<file path="src/rtl/plic_pkg.sv">
// plic_pkg: shared types and constants for the PLIC source stage.
//   gw_state_t    : per-source gateway state
//   *_BASE_DEF    : default register window base addresses
//   id_w()        : width of a source ID for a given source count (min 1)
package plic_pkg;

  typedef enum logic [1:0] {
    GW_IDLE       = 2'd0,
    GW_PENDING    = 2'd1,
    GW_IN_SERVICE = 2'd2
  } gw_state_t;

  localparam logic [31:0] PRIO_BASE_DEF = 32'h0000_0000;
  localparam logic [31:0] PEND_BASE_DEF = 32'h0000_1000;
  localparam logic [31:0] MODE_BASE_DEF = 32'h0000_1080;

  function automatic int unsigned id_w(input int unsigned n);
    return (n <= 2) ? 1 : $clog2(n);
  endfunction

endpackage

</file>
<file path="src/rtl/plic_gateway.sv">
// plic_gateway: one interrupt source gateway.
//   clk, n_rst     : clock, asynchronous active-low reset
//   i_irq          : masked source level
//   i_edge_mode    : 1 = edge trigger, 0 = level trigger
//   i_claim        : claim addressed to this source
//   i_complete     : completion addressed to this source
//   i_sw_set       : software pending write with bit = 1
//   i_sw_clr       : software pending write with bit = 0
//   i_cnt_clr      : mode write setting this source to level
//   o_pending      : source is PENDING
//   o_in_service   : source is IN_SERVICE
module plic_gateway
  import plic_pkg::*;
#(
  parameter int unsigned EDGE_CNT_W = 2
) (
  input  logic clk,
  input  logic n_rst,
  input  logic i_irq,
  input  logic i_edge_mode,
  input  logic i_claim,
  input  logic i_complete,
  input  logic i_sw_set,
  input  logic i_sw_clr,
  input  logic i_cnt_clr,
  output logic o_pending,
  output logic o_in_service
);

  localparam logic [EDGE_CNT_W-1:0] CNT_MAX = '1;

  gw_state_t             r_state;
  logic                  r_prev;
  logic [EDGE_CNT_W-1:0] r_cnt;
  logic                  r_pending;
  logic                  r_in_service;

  logic                  w_edge;
  logic                  w_trig;
  logic                  w_done;
  logic [EDGE_CNT_W-1:0] w_cnt_inc;

  assign w_edge = i_irq & ~r_prev;
  assign w_trig = i_edge_mode ? w_edge : i_irq;
  // a claim for this source in the same cycle suppresses its completion
  assign w_done = i_complete & ~i_claim;
  // edge arriving this cycle is counted before any completion decision
  assign w_cnt_inc = (i_edge_mode && w_edge && (r_cnt != CNT_MAX)) ?
                     r_cnt + EDGE_CNT_W'(1) : r_cnt;

  always_ff @(posedge clk or negedge n_rst) begin
    if (!n_rst) begin
      r_state      <= GW_IDLE;
      r_prev       <= 1'b0;
      r_cnt        <= '0;
      r_pending    <= 1'b0;
      r_in_service <= 1'b0;
    end else begin
      r_prev <= i_irq;
      case (r_state)
        GW_IDLE: begin
          if (w_trig || i_sw_set) begin
            r_state   <= GW_PENDING;
            r_pending <= 1'b1;
          end
        end
        GW_PENDING: begin
          r_cnt <= i_cnt_clr ? '0 : w_cnt_inc;
          if (i_claim) begin
            r_state      <= GW_IN_SERVICE;
            r_pending    <= 1'b0;
            r_in_service <= 1'b1;
          end else if (i_sw_clr) begin
            r_state   <= GW_IDLE;
            r_pending <= 1'b0;
            r_cnt     <= '0;
          end
        end
        GW_IN_SERVICE: begin
          r_cnt <= i_cnt_clr ? '0 : w_cnt_inc;
          if (w_done) begin
            r_in_service <= 1'b0;
            if (i_edge_mode && (w_cnt_inc != '0)) begin
              r_state   <= GW_PENDING;
              r_pending <= 1'b1;
              r_cnt     <= i_cnt_clr ? '0 : w_cnt_inc - EDGE_CNT_W'(1);
            end else begin
              r_state <= GW_IDLE;
            end
          end
        end
        default: begin
          r_state      <= GW_IDLE;
          r_pending    <= 1'b0;
          r_in_service <= 1'b0;
          r_cnt        <= '0;
        end
      endcase
    end
  end

  assign o_pending    = r_pending;
  assign o_in_service = r_in_service;

endmodule

</file>
<file path="src/rtl/plic_gateway_pending_priority.sv">
// plic_gateway_pending_priority: PLIC source stage (gateways, pending, priority, mode).
//   clk, n_rst              : clock, asynchronous active-low reset
//   irq_src                 : masked interrupt sources
//   claim / claim_id        : claim pulse and claimed source
//   complete / complete_id  : completion pulse and completed source
//   pending / in_service    : per-source gateway state
//   priority_flat           : priority of source i at [i*PRIO_W +: PRIO_W]
//   addr/wen/wdata/rdata    : register port, combinational read
//   addr_valid              : addr falls in the priority, pending or mode window
module plic_gateway_pending_priority
  import plic_pkg::*;
#(
  parameter int unsigned N_SOURCES  = 32,
  parameter int unsigned PRIO_W     = 3,
  parameter int unsigned EDGE_CNT_W = 2,
  parameter logic [31:0] PRIO_BASE  = PRIO_BASE_DEF,
  parameter logic [31:0] PEND_BASE  = PEND_BASE_DEF,
  parameter logic [31:0] MODE_BASE  = MODE_BASE_DEF,
  localparam int unsigned ID_W      = id_w(N_SOURCES)
) (
  input  logic                          clk,
  input  logic                          n_rst,
  input  logic [N_SOURCES-1:0]          irq_src,
  input  logic                          claim,
  input  logic [ID_W-1:0]               claim_id,
  input  logic                          complete,
  input  logic [ID_W-1:0]               complete_id,
  output logic [N_SOURCES-1:0]          pending,
  output logic [N_SOURCES-1:0]          in_service,
  output logic [N_SOURCES*PRIO_W-1:0]   priority_flat,
  input  logic [31:0]                   addr,
  input  logic                          wen,
  input  logic [31:0]                   wdata,
  output logic [31:0]                   rdata,
  output logic                          addr_valid
);

  localparam int unsigned N_WORDS = (N_SOURCES + 31) / 32;
  localparam int unsigned PAD_W   = N_WORDS * 32;

  logic [31:0]          w_off_prio, w_off_pend, w_off_mode;
  logic [31:0]          w_prio_idx, w_pend_word, w_mode_word;
  logic                 w_hit_prio, w_hit_pend, w_hit_mode;
  logic [N_SOURCES-1:0] w_mode;
  logic [PAD_W-1:0]     w_pend_pad, w_mode_pad;
  logic [PRIO_W-1:0]    w_prio_rd;

  // offsets wrap below the base, so one unsigned compare bounds each window
  assign w_off_prio  = addr - PRIO_BASE;
  assign w_off_pend  = addr - PEND_BASE;
  assign w_off_mode  = addr - MODE_BASE;
  assign w_hit_prio  = w_off_prio < (PEND_BASE - PRIO_BASE);
  assign w_hit_pend  = w_off_pend < (MODE_BASE - PEND_BASE);
  assign w_hit_mode  = w_off_mode < 32'(4 * N_WORDS);
  assign w_prio_idx  = w_off_prio >> 2;
  assign w_pend_word = w_off_pend >> 2;
  assign w_mode_word = w_off_mode >> 2;

  for (genvar gi = 0; gi < N_SOURCES; gi++) begin : g_src
    localparam int unsigned WRD = gi / 32;
    localparam int unsigned BIT = gi % 32;

    logic              r_mode;
    logic [PRIO_W-1:0] r_prio;
    logic              w_claim_hit, w_complete_hit, w_pend_wr, w_cnt_clr;

    assign w_claim_hit    = claim && (claim_id == ID_W'(gi));
    assign w_complete_hit = complete && (complete_id == ID_W'(gi));
    assign w_pend_wr      = wen && w_hit_pend && (w_pend_word == WRD);
    assign w_cnt_clr      = wen && w_hit_mode && (w_mode_word == WRD) && !wdata[BIT];

    always_ff @(posedge clk or negedge n_rst) begin
      if (!n_rst) begin
        r_mode <= 1'b0;
        r_prio <= '0;
      end else begin
        if (wen && w_hit_mode && (w_mode_word == WRD)) r_mode <= wdata[BIT];
        if (wen && w_hit_prio && (w_prio_idx == gi))   r_prio <= wdata[PRIO_W-1:0];
      end
    end

    assign w_mode[gi] = r_mode;
    assign priority_flat[gi*PRIO_W +: PRIO_W] = r_prio;

    plic_gateway #(.EDGE_CNT_W(EDGE_CNT_W)) u_gw (
      .clk          (clk),
      .n_rst        (n_rst),
      .i_irq        (irq_src[gi]),
      .i_edge_mode  (r_mode),
      .i_claim      (w_claim_hit),
      .i_complete   (w_complete_hit),
      .i_sw_set     (w_pend_wr && wdata[BIT]),
      .i_sw_clr     (w_pend_wr && !wdata[BIT]),
      .i_cnt_clr    (w_cnt_clr),
      .o_pending    (pending[gi]),
      .o_in_service (in_service[gi])
    );
  end

  assign w_pend_pad = PAD_W'(pending);
  assign w_mode_pad = PAD_W'(w_mode);
  assign w_prio_rd  = PRIO_W'(priority_flat >> (w_prio_idx * PRIO_W));

  always_comb begin
    rdata      = '0;
    addr_valid = w_hit_prio || w_hit_pend || w_hit_mode;
    if (w_hit_prio) begin
      if (w_prio_idx < N_SOURCES) rdata = 32'(w_prio_rd);
    end else if (w_hit_pend) begin
      if (w_pend_word < N_WORDS) rdata = 32'(w_pend_pad >> (w_pend_word << 5));
    end else if (w_hit_mode) begin
      rdata = 32'(w_mode_pad >> (w_mode_word << 5));
    end
  end

endmodule

</file>
<file path="config.mk">
export PLATFORM = sky130hd
export DESIGN_NAME = plic_gateway_pending_priority
export DESIGN_NICKNAME = d
export VERILOG_FILES = /design/src/rtl/plic_pkg.sv /design/src/rtl/plic_gateway.sv /design/src/rtl/plic_gateway_pending_priority.sv
export SDC_FILE = /design/constraint.sdc
export NUM_CORES = 1
export LEC_CHECK = 0
export ABC_AREA = 0
export CORE_MARGIN = 10
export CORE_UTILIZATION = 45
export CTS_CLUSTER_DIAMETER = 30
export DETAILED_ROUTE_END_ITERATION = 8
export PLACE_DENSITY = 0.63
export SKIP_LAST_GASP = 1
export SLEW_MARGIN = 20
export SYNTH_ARGS = -nofsm -noshare
export SYNTH_HDL_FRONTEND = slang
export SYNTH_SLANG_ARGS = --single-unit
</file>
<file path="constraint.sdc">
create_clock -name clk -period 5.78 [get_ports clk]
set_clock_uncertainty 0.1 [all_clocks]
set_input_delay 0.867 -clock clk [delete_from_list [all_inputs] [get_ports clk]]
set_output_delay 0.867 -clock clk [all_outputs]
set_load 0.03 [all_outputs]
</file>
* After elaboration in Yosys (flattened, before gate mapping)
Cells that the tools add are included.
** Storage, ports and cells
- Output and inout port bits :: 193
- Bits in registers :: 352
- Input bits :: 111
- Logic and storage cells :: 2105
** Cells by class
- Multipliers :: 1
- Add/subtract/negate cells :: 66
- Magnitude comparators :: 5
- Equal/unequal tests :: 349
- Shift-type cells :: 3
- Bitwise operators :: 160
- Reduce and logical (&&, ||, !) cells :: 524
- Multiplexer cells :: 773
** Operators with widths (count)
- $mux 2 :: 352
- $eq 30x5->1 const B :: 16
- $pmux 2 s3 :: 64
- $logic_and 1x1->1 :: 293
- $mux 1 :: 288
- $ne 2x1->1 const B :: 128
- $eq 30x4->1 const B :: 8
- $pmux 1 s3 :: 64
- $reduce_and 3->1 :: 64
- $eq 5x5->1 const B :: 32
- $mux 32 :: 4
- $reduce_and 4->1 :: 32
- $eq 30x3->1 const B :: 4
- $logic_not 32->1 :: 3
- $ne 3x1->1 const B :: 32
- $not 1->1 :: 96
- $shr 96x32->3 :: 1
- $eq 5x4->1 const B :: 16
- $add 2x1->2 const B :: 32
- $and 1x1->1 :: 64
- $eq 2x1->1 const B :: 32
- $eq 2x2->1 const B :: 32
- $logic_not 2->1 :: 32
- $ne 2x2->1 const B :: 32
- other kinds (19) :: 160

* Longest topological paths before layout
Gate-level depths: netlist (run 1).
- Depth in word-level cells :: 10
- Depth in mapped cells :: 15
- Depth with buffers taken out :: 12

* By module
A second synthesis (run 1) with hierarchy kept.
** Unflattened totals
- Cells, all modules :: 3277
- Area, all modules :: 29997.5 µm²
** Modules (own cells, without submodules)
- plic_gateway :: instances 32, cells each 62, area each 551.8 µm², seq. area each 175.2 µm²
- plic_gateway_pending_priority :: instances 1, cells each 1293, area each 12340.6 µm², seq. area each 3203.1 µm²

* Least setup slack after synthesis (run 1)
OpenSTA, ideal clock, no wires.
- Kind :: input to output
- Start point :: in addr[2]
- End point :: out rdata[0]
- Slack :: 0.231 ns
- Buffers on the path :: 6
- Arrival :: 4.582 ns
- Cell stages on the path :: 15
- Data required time :: 4.813 ns
- Cell sequence :: clkbuf_1 > buf_2 > buf_2 > inv_1 > ha_1 > clkbuf_1 > clkbuf_1 > clkbuf_1 > mux4_2 > mux2i_1 > nand4_1 > o311ai_0 > nor4_1 > a31oi_1 > o32ai_1
** Between the ends
- Word-level cells in the longest chain between the ends :: 5
- Elaborated cells on any way between the ends :: 16
- Those cells by class :: add/sub (2); mul (1); order compare (5); shift (3); mux (5)
** Ends and longest elaborated chain
- start, declared :: line plic_gateway_pending_priority.sv:31 : input logic [31:0] addr,
- branches (longest 4 deep; another with $mul 30x2->32)
- $mux 32 (*) :: line plic_gateway_pending_priority.sv:107 : if (w_hit_prio) begin
- end, declared :: line plic_gateway_pending_priority.sv:34 : output logic [31:0] rdata,
Mark *: on every way between the ends.

* Final worst setup path (run 1)
- Start point :: in addr[6]
- End point :: out rdata[0]
Same word-level chain as after synthesis.

==> impl_metrics.json, run 1 <==
{
  "status": "completed",
  "path_clk_slew_ns": 0.04,
  "power_leakage_uw": 0.0160,
  "hold_viol": 0,
  "firstDrtPassIters": 8,
  "syn_nets": 3699,
  "r2r-end": "g_src[2].u_gw.r_cnt[0]",
  "fp.coreArea_um2": 64700,
  "netlist_area_um2": 29500,
  "num_rows": 93,
  "grt_pass1_wl_um": 159000,
  "drtIter0Drc": 2502,
  "ioPinCount": 304,
  "hp-class": "primary input to asynchronous set/reset pin",
  "ir_drop_mv": 0.241,
  "crit_type": "primary input to primary output",
  "ys_types": 100,
  "die_w_um": 276,
  "cts_hold_buf": 0,
  "layout_min_cycle_time_ns": 5.66,
  "wire_per_inst_um": 22.1,
  "pwr_density_cell_nw_per_um2": 339,
  "port_buffers": 301,
  "crit_top_cell": "buf_4",
  "drive_above_1_share": 0.158,
  "fillCellCount": 5676,
  "grt_overflow": 0,
  "ys_warn_count": 0,
  "slowest_stage": "or4_4",
  "setup_tns_ns": 0,
  "async_reset_ff_frac": 1.00,
  "crit_chain": "clkdlybuf4s50_1, inv_1, ha_1, a21o_1, a221oi_4, buf_4, nand3b_1, nand3_1, xor2_1, a211o_1, nand4b_1, or4_4, o32ai_1, buf_4, buf_4",
  "r2r-start": "g_src[2].u_gw.r_cnt[0]",
  "routabilityCongestion": 0.942,
  "worstMarginPinSlew_ns": 1.03,
  "drtAntennaViolNets": 0,
  "cts_tree": "built",
  "seqCellArea_um2": 8810,
  "num_vias": 27753,
  "max_slew_margin": 0.316,
  "grt_usage": 0.256,
  "ys_seq_elements": 352,
  "required_ns": 4.81,
  "setup_violations": 0,
  "syn_inst": 3316,
  "ys_seq_area_frac": 0.299,
  "drc": 0,
  "arrival_ns": 4.70,
  "layout_common_cells": "nand2_1 (389), dfrtp_1 (352), ha_1 (266), clkdlybuf4s50_1 (266), nor2_1 (240)",
  "routed_wl_um": 102000,
  "reg2reg_setup_slack_ns": 2.22,
  "start_util": 0.456,
  "grt_max_degree": 120,
  "cp-end-kind": "primary output",
  "synth-edff-count": 0,
  "clock-root-buffer": "clkbuf_16",
  "min_period_over_period": 0.980,
  "cp_max_fo": 4,
  "hpwlAfterDp_um": 75900,
  "antenna_found_initial": 12,
  "cts.sinks": 352,
  "timing.fmax_mhz": 177,
  "cts_buffers": 91,
  "die_h_um": 276,
  "design.die.area_um2": 76200,
  "rr_worst_depth": 12,
  "max_stage_delay_ns": 0.61,
  "fin_hold_ws_ns": 0.106,
  "final_nets": 4070,
  "syn2layout_area_growth_pct": 26.5,
  "syn_avg_cell_area_um2": 8.90,
  "ys.flop_type": "dfrtp_1",
  "cap_violations": 0,
  "start_kind": "primary input",
  "grt_pass1_vias": 27847,
  "viasPerCell": 6.01,
  "insertion_delay_ns": 0.65,
  "layout_commonest_cell": "nand2_1",
  "maxSlewViolCount": 0,
  "multi_input_area_um2": 19100,
  "h-tree-depth": 3,
  "cts_buffer_depth": 3
}
worst max path at each step:
stage / start / cells after the start / end / slack [ns]
floorplan: addr[2] / 15 / rdata[0] / 0.23
global placement: addr[6] / 14 / rdata[0] / 0.01
detailed placement: addr[6] / 14 / rdata[2] / -0.04
CTS: addr[3] / 15 / rdata[2] / 0.04
global route: addr[6] / 15 / rdata[0] / -0.02
finish: addr[6] / 15 / rdata[0] / 0.12
Yosys cell counts (19+ instances only):
library cell	instances	area, µm²
o32a_1	19	190
o21ai_0	197	986
mux2i_1	79	791
xnor2_1	67	587
nor3b_1	22	165
nor4_1	28	175
nor3_1	91	455
mux4_2	76	1710
a31oi_1	24	150
a21oi_1	194	971
mux2_2	85	957
nand2b_1	45	282
nor2_1	242	908
nand2_1	389	1460
buf_2	19	95.1
nand4_1	53	332
o211ai_1	21	158
a221oi_1	25	219
a22oi_1	46	345
clkbuf_1	102	383
and2_1	24	150
inv_1	198	743
o31a_1	33	289
o31ai_1	24	180
dfrtp_1	352	8810
a211oi_1	24	180
nor2b_1	78	488
ha_1	271	3390
xor2_1	20	175
a21boi_0	39	293
buf_4	67	503
nand3_1	53	265
a21o_1	20	150
logic make-up (layout without fill, tap and decap cells):
logic type               count (synthesis)  in the layout  synth area share
AO/OA/AOI/OAI                          816            816             0.187
XOR/XNOR                                87             87            0.0258
adder cells (fa/ha/maj)                272            272             0.116
buffers and inverters                  394            837            0.0603
flip-flops                             352            352             0.299
multiplexers                           244            244             0.119
other                                    0              5                 0
AND/OR/NAND/NOR                       1151           1151             0.194
through the flow:
stage / std cells / setup WS (ns) / util / power (µW) / instance area, µm²
5_1_grt: 4618 / -0.0238 / 0.577 / 13300 / 37300
3_5_place_dp: 4447 / -0.0410 / 0.525 / 7450 / 34000
6_report: 4619 / 0.116 / 0.577 / 12700 / 37300
2_1_floorplan: 3316 / 0.231 / - / 6260 / 29500
4_1_cts: 4612 / 0.0362 / 0.575 / 12700 / 37200
3_3_place_gp: 4447 / 0.0129 / 0.525 / 7290 / 34000
worst max-delay path: cells and delay by family:
family	cells	cell delay, ns
buffers and inverters	5	1.14
adders and majority gates	1	0.36
and+or+nand+nor	4	0.99
AOI/OAI and AO/OA	4	1.14
xor gates and xnor gates	1	0.18
power breakdown:
group / total [µW] / leakage [µW] / switching, µW / internal, µW
Combinational: 4310 / 0.00985 / 2520 / 1790
Sequential: 3190 / 0.00466 / 357 / 2840
Clock: 5160 / 0.00152 / 1650 / 3510
Total: 12700 / 0.0160 / 4520 / 8130
area by class of cell:
| cell class | instances | area share |
|---|---|---|
| Antenna cell | 5 | 0.000335 |
| Tap cell | 855 | 0.0287 |
| Inverter | 199 | 0.0200 |
| Clock inverter | 42 | 0.0168 |
| Multi-Input combinational cell | 2570 | 0.511 |
| Sequential cell | 352 | 0.236 |
| Clock buffer | 123 | 0.0685 |
| Timing Repair Buffer | 473 | 0.119 |
flip-flops by register name (all words and copies together) (netlist names):
signal	cells
g_src.u_gw.r_state	64
g_src.u_gw.r_prev	32
g_src.r_mode	32
g_src.u_gw.r_cnt	64
g_src.u_gw.o_in_service	32
g_src.u_gw.o_pending	32
g_src.r_prio	96
per-layer routing:
metal,vias to the layer above,share of wire,track usage,routed length (µm)
li1,12822,-,-,-
met1,13582,0.42,0.323,42900
met2,1082,0.47,0.421,48100
met3,255,0.071,0.0497,7200
met4,12,0.038,0.109,3920
met5,-,0.00070,0,71
repair_timing:
item,in CTS,in global routing
setup endpoints to repair,3,32
resized for setup,2,26
pin swaps,0,4
setup buffers,0,2
Power figures use the tool's default switching activity.
==> run 2: changes to the inputs <==
Settings changed: HOLD_SLACK_MARGIN set to 0.1.
==> results of run 2 <==
No change in the layout: final DEF, timing and power equal those of run 1.
